<file path="src/rtl/gbp_update_queue.sv">
// rtl/gbp_update_queue.sv - circular FIFO buffering resolved branch updates for the predictor
module gbp_update_queue #(
  parameter int DEPTH   = 4,
  parameter int VLEN    = 64,
  parameter int INDEX_W = 8
) (
  input  logic                     clk_i,
  input  logic                     rst_i,
  input  logic                     flush_i,
  input  logic                     debug_mode_i,
  input  logic                     upd_valid_i,
  input  logic [VLEN-1:0]          upd_pc_i,
  input  logic                     upd_taken_i,
  input  logic [INDEX_W-1:0]       upd_index_i,
  output logic                     out_valid_o,
  input  logic                     out_ready_i,
  output logic [VLEN-1:0]          out_pc_o,
  output logic                     out_taken_o,
  output logic [INDEX_W-1:0]       out_index_o,
  output logic [$clog2(DEPTH):0]   count_o,
  output logic [15:0]              drop_cnt_o
);

  localparam int PTR_W = $clog2(DEPTH);
  localparam int CNT_W = PTR_W + 1;

  logic [VLEN-1:0]    r_pc_mem    [DEPTH];
  logic               r_taken_mem [DEPTH];
  logic [INDEX_W-1:0] r_index_mem [DEPTH];

  logic [PTR_W-1:0]   r_rd_ptr;
  logic [PTR_W-1:0]   r_wr_ptr;
  logic [CNT_W-1:0]   r_count;
  logic [15:0]        r_drop_cnt;

  logic w_full;
  logic w_empty;
  logic w_push_req;
  logic w_pop;
  logic w_push;
  logic w_drop;

  // Handshake decode; a pop on a full queue frees the slot the incoming update lands in
  always_comb begin
    w_full     = (r_count == CNT_W'(DEPTH));
    w_empty    = (r_count == '0);
    w_push_req = upd_valid_i && !debug_mode_i && !flush_i;
    w_pop      = !w_empty && out_ready_i;
    w_push     = w_push_req && (!w_full || w_pop);
    w_drop     = w_push_req && w_full && !w_pop;
  end

  // Pointer, occupancy, storage and drop-counter state; flush clears occupancy but keeps the drop count
  always_ff @(posedge clk_i) begin
    if (rst_i) begin
      r_rd_ptr   <= '0;
      r_wr_ptr   <= '0;
      r_count    <= '0;
      r_drop_cnt <= '0;
      for (int i = 0; i < DEPTH; i++) begin
        r_pc_mem[i]    <= '0;
        r_taken_mem[i] <= 1'b0;
        r_index_mem[i] <= '0;
      end
    end else if (flush_i) begin
      r_rd_ptr <= '0;
      r_wr_ptr <= '0;
      r_count  <= '0;
    end else begin
      if (w_push) begin
        r_pc_mem[r_wr_ptr]    <= upd_pc_i;
        r_taken_mem[r_wr_ptr] <= upd_taken_i;
        r_index_mem[r_wr_ptr] <= upd_index_i;
        r_wr_ptr              <= r_wr_ptr + PTR_W'(1);
      end
      if (w_pop) begin
        r_rd_ptr <= r_rd_ptr + PTR_W'(1);
      end
      if (w_push && !w_pop) begin
        r_count <= r_count + CNT_W'(1);
      end else if (w_pop && !w_push) begin
        r_count <= r_count - CNT_W'(1);
      end
      if (w_drop && (r_drop_cnt != 16'hFFFF)) begin
        r_drop_cnt <= r_drop_cnt + 16'd1;
      end
    end
  end

  // Head entry is read straight out of storage; no bypass from the write port
  always_comb begin
    out_valid_o = !w_empty;
    out_pc_o    = r_pc_mem[r_rd_ptr];
    out_taken_o = r_taken_mem[r_rd_ptr];
    out_index_o = r_index_mem[r_rd_ptr];
    count_o     = r_count;
    drop_cnt_o  = r_drop_cnt;
  end

endmodule

</file>
<file path="config.mk">
export PLATFORM = sky130hd
export DESIGN_NAME = gbp_update_queue
export DESIGN_NICKNAME = d
export VERILOG_FILES = /design/src/rtl/gbp_update_queue.sv
export SDC_FILE = /design/constraint.sdc
export NUM_CORES = 1
export LEC_CHECK = 0
export ABC_AREA = 0
export BUFFER_PORTS_ARGS = -buffer_cell sky130_fd_sc_hd__buf_2
export CORE_MARGIN = 2
export CORE_UTILIZATION = 48
export DETAILED_ROUTE_END_ITERATION = 8
export GPL_TIMING_DRIVEN = 0
export MAX_ROUTING_LAYER = met4
export PLACE_DENSITY = 0.68
export SYNTH_ARGS = -nofsm -noshare
export SYNTH_HDL_FRONTEND = slang
export SYNTH_SLANG_ARGS = --single-unit
</file>
<file path="constraint.sdc">
create_clock -name clk_i -period 10.49 [get_ports clk_i]
set_input_delay 1.049 -clock clk_i [delete_from_list [all_inputs] [get_ports clk_i]]
set_output_delay 1.049 -clock clk_i [all_outputs]
set_load 0.02 [all_outputs]
</file>
==> impl_results.md, run 1 <==
- Slew Limit Fails: 0
- DP HPWL: between 15,000 and 20,000 um
- Clock tree buffer depth: 3
- Leading post-synthesis cells by cell area: edfxtp_1 (64%), and2_1 (13%), mux4_2 (12%), dfxtp_1 (3.6%), clkbuf_1 (1.0%)
- Post-synthesis sequential area ratio: 0.673
- Initial cell density of the core: 0.484
- Worst-path maximum fanout: 10
- Worst-path clk slew: about 0.060 ns
- Register bit total from synthesis: approximately 320
- Post-synth EDFFs: about 290
- Clock latency on the worst-skew pair: 0.51 ns
- Initial DRT Pass Iterations: 7
- CTS tree: yes
- Yosys top cell area share: 0.637
- Post-synth ARST share: 0
- Post-CTS Hold Fix Bufs: 0
- Horiz. Die Dim: ~170 um
- Syn Inst Count: roughly 850
- Final setup vio count: 0
- Core footprint: ~0.028 sq mm
- # H-tree levels: 2
- Die area: about 0.03 sq mm
- Final total power: approximately 2.8 mW
- Antenna violations before repair: 6
- Syn_area_per_cell: about 16 sq um
- Worst slew pin tran: just over 0.9 ns
- Yosys warns: 0
- HP Class: reg2reg
- Synth Cell Area: 0.0138 sq mm
- Fmax: roughly 0.26 GHz
- Outcome: complete, no violations
- Clock Sinks: around 320
- CP Data Required Time: between 9 and 10 ns
- Peak VDD IR: about 0.11 mV
- Crit path capture type: primary output
- Total CTS buffers: 35
- Critical path arrival: between 2 and 3 ns
- Final cell count without fillers: around 1,500
- Final worst path period need: between 3 and 4 ns
- Synth cell types: 38
- Critical path startpoint category: flop
- Most frequent cells in the layout: and2_1 (295), edfxtp_1 (292), buf_2 (183)
- Max-capacitance violation count: 0
- Port bufs: between 150 and 200
- First-pass GRT wire length: 45,500 um
- Hold Worst Slack: around 0.50 ns
- RSZ-0062 raised after global routing: false
- Layout cell share with drive strength beyond 1: 0.303
- Root buf cell: clkbuf_16
- Vias in the first global route: about 8,200
- I/O pin total: 172
- Clock skew: ~0.009 ns
- Area leader, netlist: edfxtp_1
- Grt ovf: 0
- Initial DRC Count: between 400 and 500
- Commonest register cell after synthesis: edfxtp_1
- ANT nets after route: 0
- Synthesized Nets: between 900 and 1,000
- Chip Height: ~170 um
- Final worst slack: between 6 and 7 ns
- Final number of hold-violating endpoints: 0
- Final Cycle Share: 0.362
- Area added between synthesis and finish: 18.9%
- WL final: 29,400 um
- Via/cell ratio: around 5.3
- Largest net degree at the start of global routing: 46
- Commonest non-fill, non-tap cell in the layout: and2_1
- Post-CTS Setup Inserts: 0
- Lkg Pwr: 6.20 nW
- Post-CTS Resized: 0
- Rows: between 60 and 70
- WL per Instance: between 15 and 20 um
- Via Count: between 7,000 and 8,000
- WS Path Type: reg2out
- Nets: 1,149
- Setup TNS after final layout: 0 ns
- DRC violations left: 0
- Dpl cells: 1,414
- Routability congestion estimate: ~0.86
- Pwr Density: between 150 and 200 mW/mm^2
- Setup WS pre-CTS: 6.77 ns
- GRT Total Usage: 0.204
- Rel. slew slack: 0.377
## layout make-up
cell class,instances,area [sq um]
fillers,2275,12100
repair buffers,177,1010
clock inverters,21,150
well taps,384,480
diodes,6,15.0
inverters,3,11.3
plain buffers,57,244
clock buffers,43,926
multi-input cells,476,4280
flip-flops and latches,317,9270
## metal layers
layer	GRT usage	wire, um	vias to the layer above
li1	-	-	3629
met1	0.257	12200	3897
met2	0.340	14600	248
met3	0.0441	2020	42
met4	0.0508	566	0
met5	-	0	-
## critical path, cell delays in order (launching register included)
cell	delay [ns]
dfxtp_1	0.30
clkbuf_1	0.69
buf_2	0.50
mux4_2	0.57
buf_2	0.18
## metrics by stage
| step | cell area, sq um | utilization |
|---|---|---|
| 2_1_floorplan | 13800 | - |
| 6_report | 16400 | 0.575 |
| 4_1_cts | 16400 | 0.575 |
| 3_5_place_dp | 15300 | 0.537 |
| 5_1_grt | 16400 | 0.575 |
| 3_3_place_gp | 15100 | 0.531 |
## Yosys cell counts, types with 2 or more instances
cell type	instances
a31o_2	2
a21oi_1	17
or4_1	13
clkbuf_2	6
ha_1	2
buf_2	12
and2_1	295
o21ai_0	4
nand4_1	4
nand3_1	4
xor2_1	5
or2_2	2
and4_1	5
edfxtp_1	292
or3b_1	2
o31ai_1	13
dfxtp_1	25
nor2_1	8
and3_1	3
nand2_1	7
inv_1	3
mux4_2	73
or3_1	5
clkbuf_1	37
## cells by family (layout without fill, tap and decap cells)
family                     Yosys count  count (layout)  share of synthesized area
DFF                                317             317                      0.673
buffers and inverters               60             301                     0.0185
other                                0               6                          0
adders and majority gates            3               3                    0.00327
muxes                               74              74                      0.120
AOI/OAI and AO/OA                   37              37                     0.0165
xor gates and xnor gates             6               6                    0.00382
and+or+nand+nor                    356             356                      0.165
## registers in the layout (all words and copies together), names as in the netlist, named ones only
name and count:
r_rd_ptr 2, r_index_mem 32, r_taken_mem 4, count_o 3, r_wr_ptr 2, r_pc_mem 256, drop_cnt_o 16
## report_power, final
group          leakage, nW  internal [mW]  switching (mW)
Clock                0.530          0.659           0.492
Combinational         2.43         0.0672           0.102
Sequential            3.24           1.42          0.0120
Total                 6.20           2.15           0.606
## final timing paths
| kind | endpoint | slack (ns) | cells past startpoint | startpoint |
|---|---|---|---|---|
| worst min-delay path | drop_cnt_o[14]$_SDFFE_PP0P_ | 0.50 | 2 | drop_cnt_o[14]$_SDFFE_PP0P_ |
| worst min register to register | drop_cnt_o[14]$_SDFFE_PP0P_ | 0.50 | 2 | drop_cnt_o[14]$_SDFFE_PP0P_ |
| worst max-delay path | out_pc_o[12] | 6.69 | 4 | flop |
| worst max register to register | r_pc_mem[0][28]$_SDFFCE_PN0P_ | 7.76 | 6 | count_o[0]$_SDFFE_PP0P_ |
No activity file was read; power rests on OpenSTA's default activity.
==> inputs of run 2 (changes only) <==
==> constraint.sdc (replaced) <==
create_clock -name clk_i -period 3.8 [get_ports clk_i]
set_input_delay 0.38 -clock clk_i [delete_from_list [all_inputs] [get_ports clk_i]]
set_output_delay 0.38 -clock clk_i [all_outputs]
set_load 0.02 [all_outputs]
==> impl_results.md, run 2 (synthesis gave the netlist of run 1 again) <==
- Grt met3 use: 0.0401
- Hold path startpoint: upd_index_i[7]
- FF-to-FF Start: count_o[0]$_SDFFE_PP0P_
- Most frequent cells in the layout: and2_1 (295), edfxtp_1 (292), buf_2 (183)
- Worst-path clk slew: roughly 0.06 ns
- Hold Worst Slack: about 0.18 ns
- Peak VDD IR: 0.230 mV
- Multi-input logic area: 0.00428 sq mm
- I/O pin total: 172
- FF+latch area: between 0.009 and 0.01 sq mm
- Outcome: complete, no violations
- HP Class: in2reg
- Antenna violations before repair: 5
- Initial DRT Pass Iterations: 5
- Final worst slack: about 0.77 ns
- Rows: 62
- Core footprint: 0.0285 sq mm
- Final worst path period need: 3.03 ns
- Clock skew: 0.00910 ns
- Pint: between 5 and 6 mW
- Rel. slew slack: 0.488
- Clock tree buffer depth: 3
- CTS tree: yes
- Grt peak-use layer: met2
- Clock latency on the worst-skew pair: around 0.5 ns
- Slew Limit Fails: 0
- Max FFs per register: ~260
- Post-CTS Setup Inserts: 0
- Fmax: between 0.3 and 0.4 GHz
- Initial cell density of the core: 0.484
- Area added between synthesis and finish: 18.8%
- Horiz. Die Dim: 173 um
- Final cell count without fillers: about 1,500
- Routability congestion estimate: 0.843
- Largest net degree at the start of global routing: 50
- Final Cycle Share: 0.797
- Layout cell share with drive strength beyond 1: 0.296
- Critical path arrival: roughly 2.7 ns
- Clock Sinks: 317
- Max-capacitance violation count: 0
- Pwr Density: between 400 and 500 mW/mm^2
- WL final: around 30,000 um
- Grt ovf: 0
- Sequential Power Share: 0.525
- CP Data Required Time: approximately 3.4 ns
- Post-CTS Resized: 0
- Dpl cells: 1,414
- Lkg Pwr: 6.18 nW
- Clk pwr share: 0.413
- Root buf cell: clkbuf_16
- M2 GR Usage: 0.342
- RSZ-0062 raised after global routing: false
- Largest reg by FF count: r_pc_mem
- Chip Height: around 170 um
- Via/cell ratio: 5.28
- First-pass GRT wire length: between 40,000 and 50,000 um
- Final number of hold-violating endpoints: 0
- Commonest non-fill, non-tap cell in the layout: and2_1
- Final setup vio count: 0
- Critical path startpoint category: flop
- Post-CTS Hold Fix Bufs: 0
- Via Count: 7,818
- Vias in the first global route: roughly 8,400
- WS Path Type: reg2out
- Die area: around 0.03 sq mm
- WL per Instance: around 20 um
- Setup TNS after final layout: 0 ns
- Crit path capture type: primary output
- DRC violations left: 0
- Fillcell total: 2,300
- Port bufs: 171
- Worst-path maximum fanout: 10
- GRT Total Usage: 0.206
- Setup WS pre-CTS: ~0.76 ns
- Sw Pwr: between 1.5 and 2 mW
- Sw frac: 0.214
- Worst slew pin tran: 0.768 ns
- Total CTS buffers: 35
- # H-tree levels: 2
- Met1 usage: 0.260
- Initial DRC Count: 654
- Nets: between 1,000 and 1,500
- DP HPWL: about 19,000 um
- Final instance area: 0.0164 sq mm
- Comb power frac: 0.062
- ANT nets after route: 0
- Cell Area, Placed: 0.0153 sq mm
==> run 2: path summary, 6_finish.rpt <==
path,end,slack (ns),cells past startpoint
min,r_index_mem[0][7]$_SDFFCE_PN0P_,0.18,2
max reg2reg,r_pc_mem[0][48]$_SDFFCE_PN0P_,1.07,6
max,out_index_o[1],0.77,4
min reg2reg,drop_cnt_o[14]$_SDFFE_PP0P_,0.50,2
==> run 2: routing by layer <==
metal,routed length (um),vias to the layer above
li1,-,3630
met1,12200,3936
met2,15000,204
met3,1580,48
met4,739,0
met5,0,-
==> run 2: worst max-delay path: stages, from the launching register on <==
cell	delay [ns]
dfxtp_1	0.30
clkbuf_1	0.58
buf_2	0.50
mux4_2	0.58
buf_2	0.18
==> run 2: area by class of cell <==
type | count | area share
antenna | 5 | 0.000765
buffer | 57 | 0.0149
clock buffer | 52 | 0.0613
clock inverter | 9 | 0.00268
inverter | 3 | 0.000688
multi-input combinational | 476 | 0.262
sequential | 317 | 0.567
tap | 384 | 0.0294
timing repair buffer | 177 | 0.0620
==> run 2: power by group through the flow <==
stage | clock network, mW | logic (mW) | registers, mW
floorplan | 0 | 0.265 | 4.03
global placement | 0 | 0.447 | 4.04
finish | 3.12 | 0.467 | 3.97
CTS | 3.18 | 0.476 | 3.97
detailed placement | 0 | 0.474 | 4.04
global route | 3.33 | 0.504 | 3.98
==> run 2: per-stage QoR <==
| step | power, mW | utilization |
|---|---|---|
| floorplan | 4.30 | - |
| global placement | 4.49 | 0.531 |
| detailed placement | 4.51 | 0.537 |
| CTS | 7.62 | 0.574 |
| global route | 7.81 | 0.575 |
| finish | 7.56 | 0.575 |
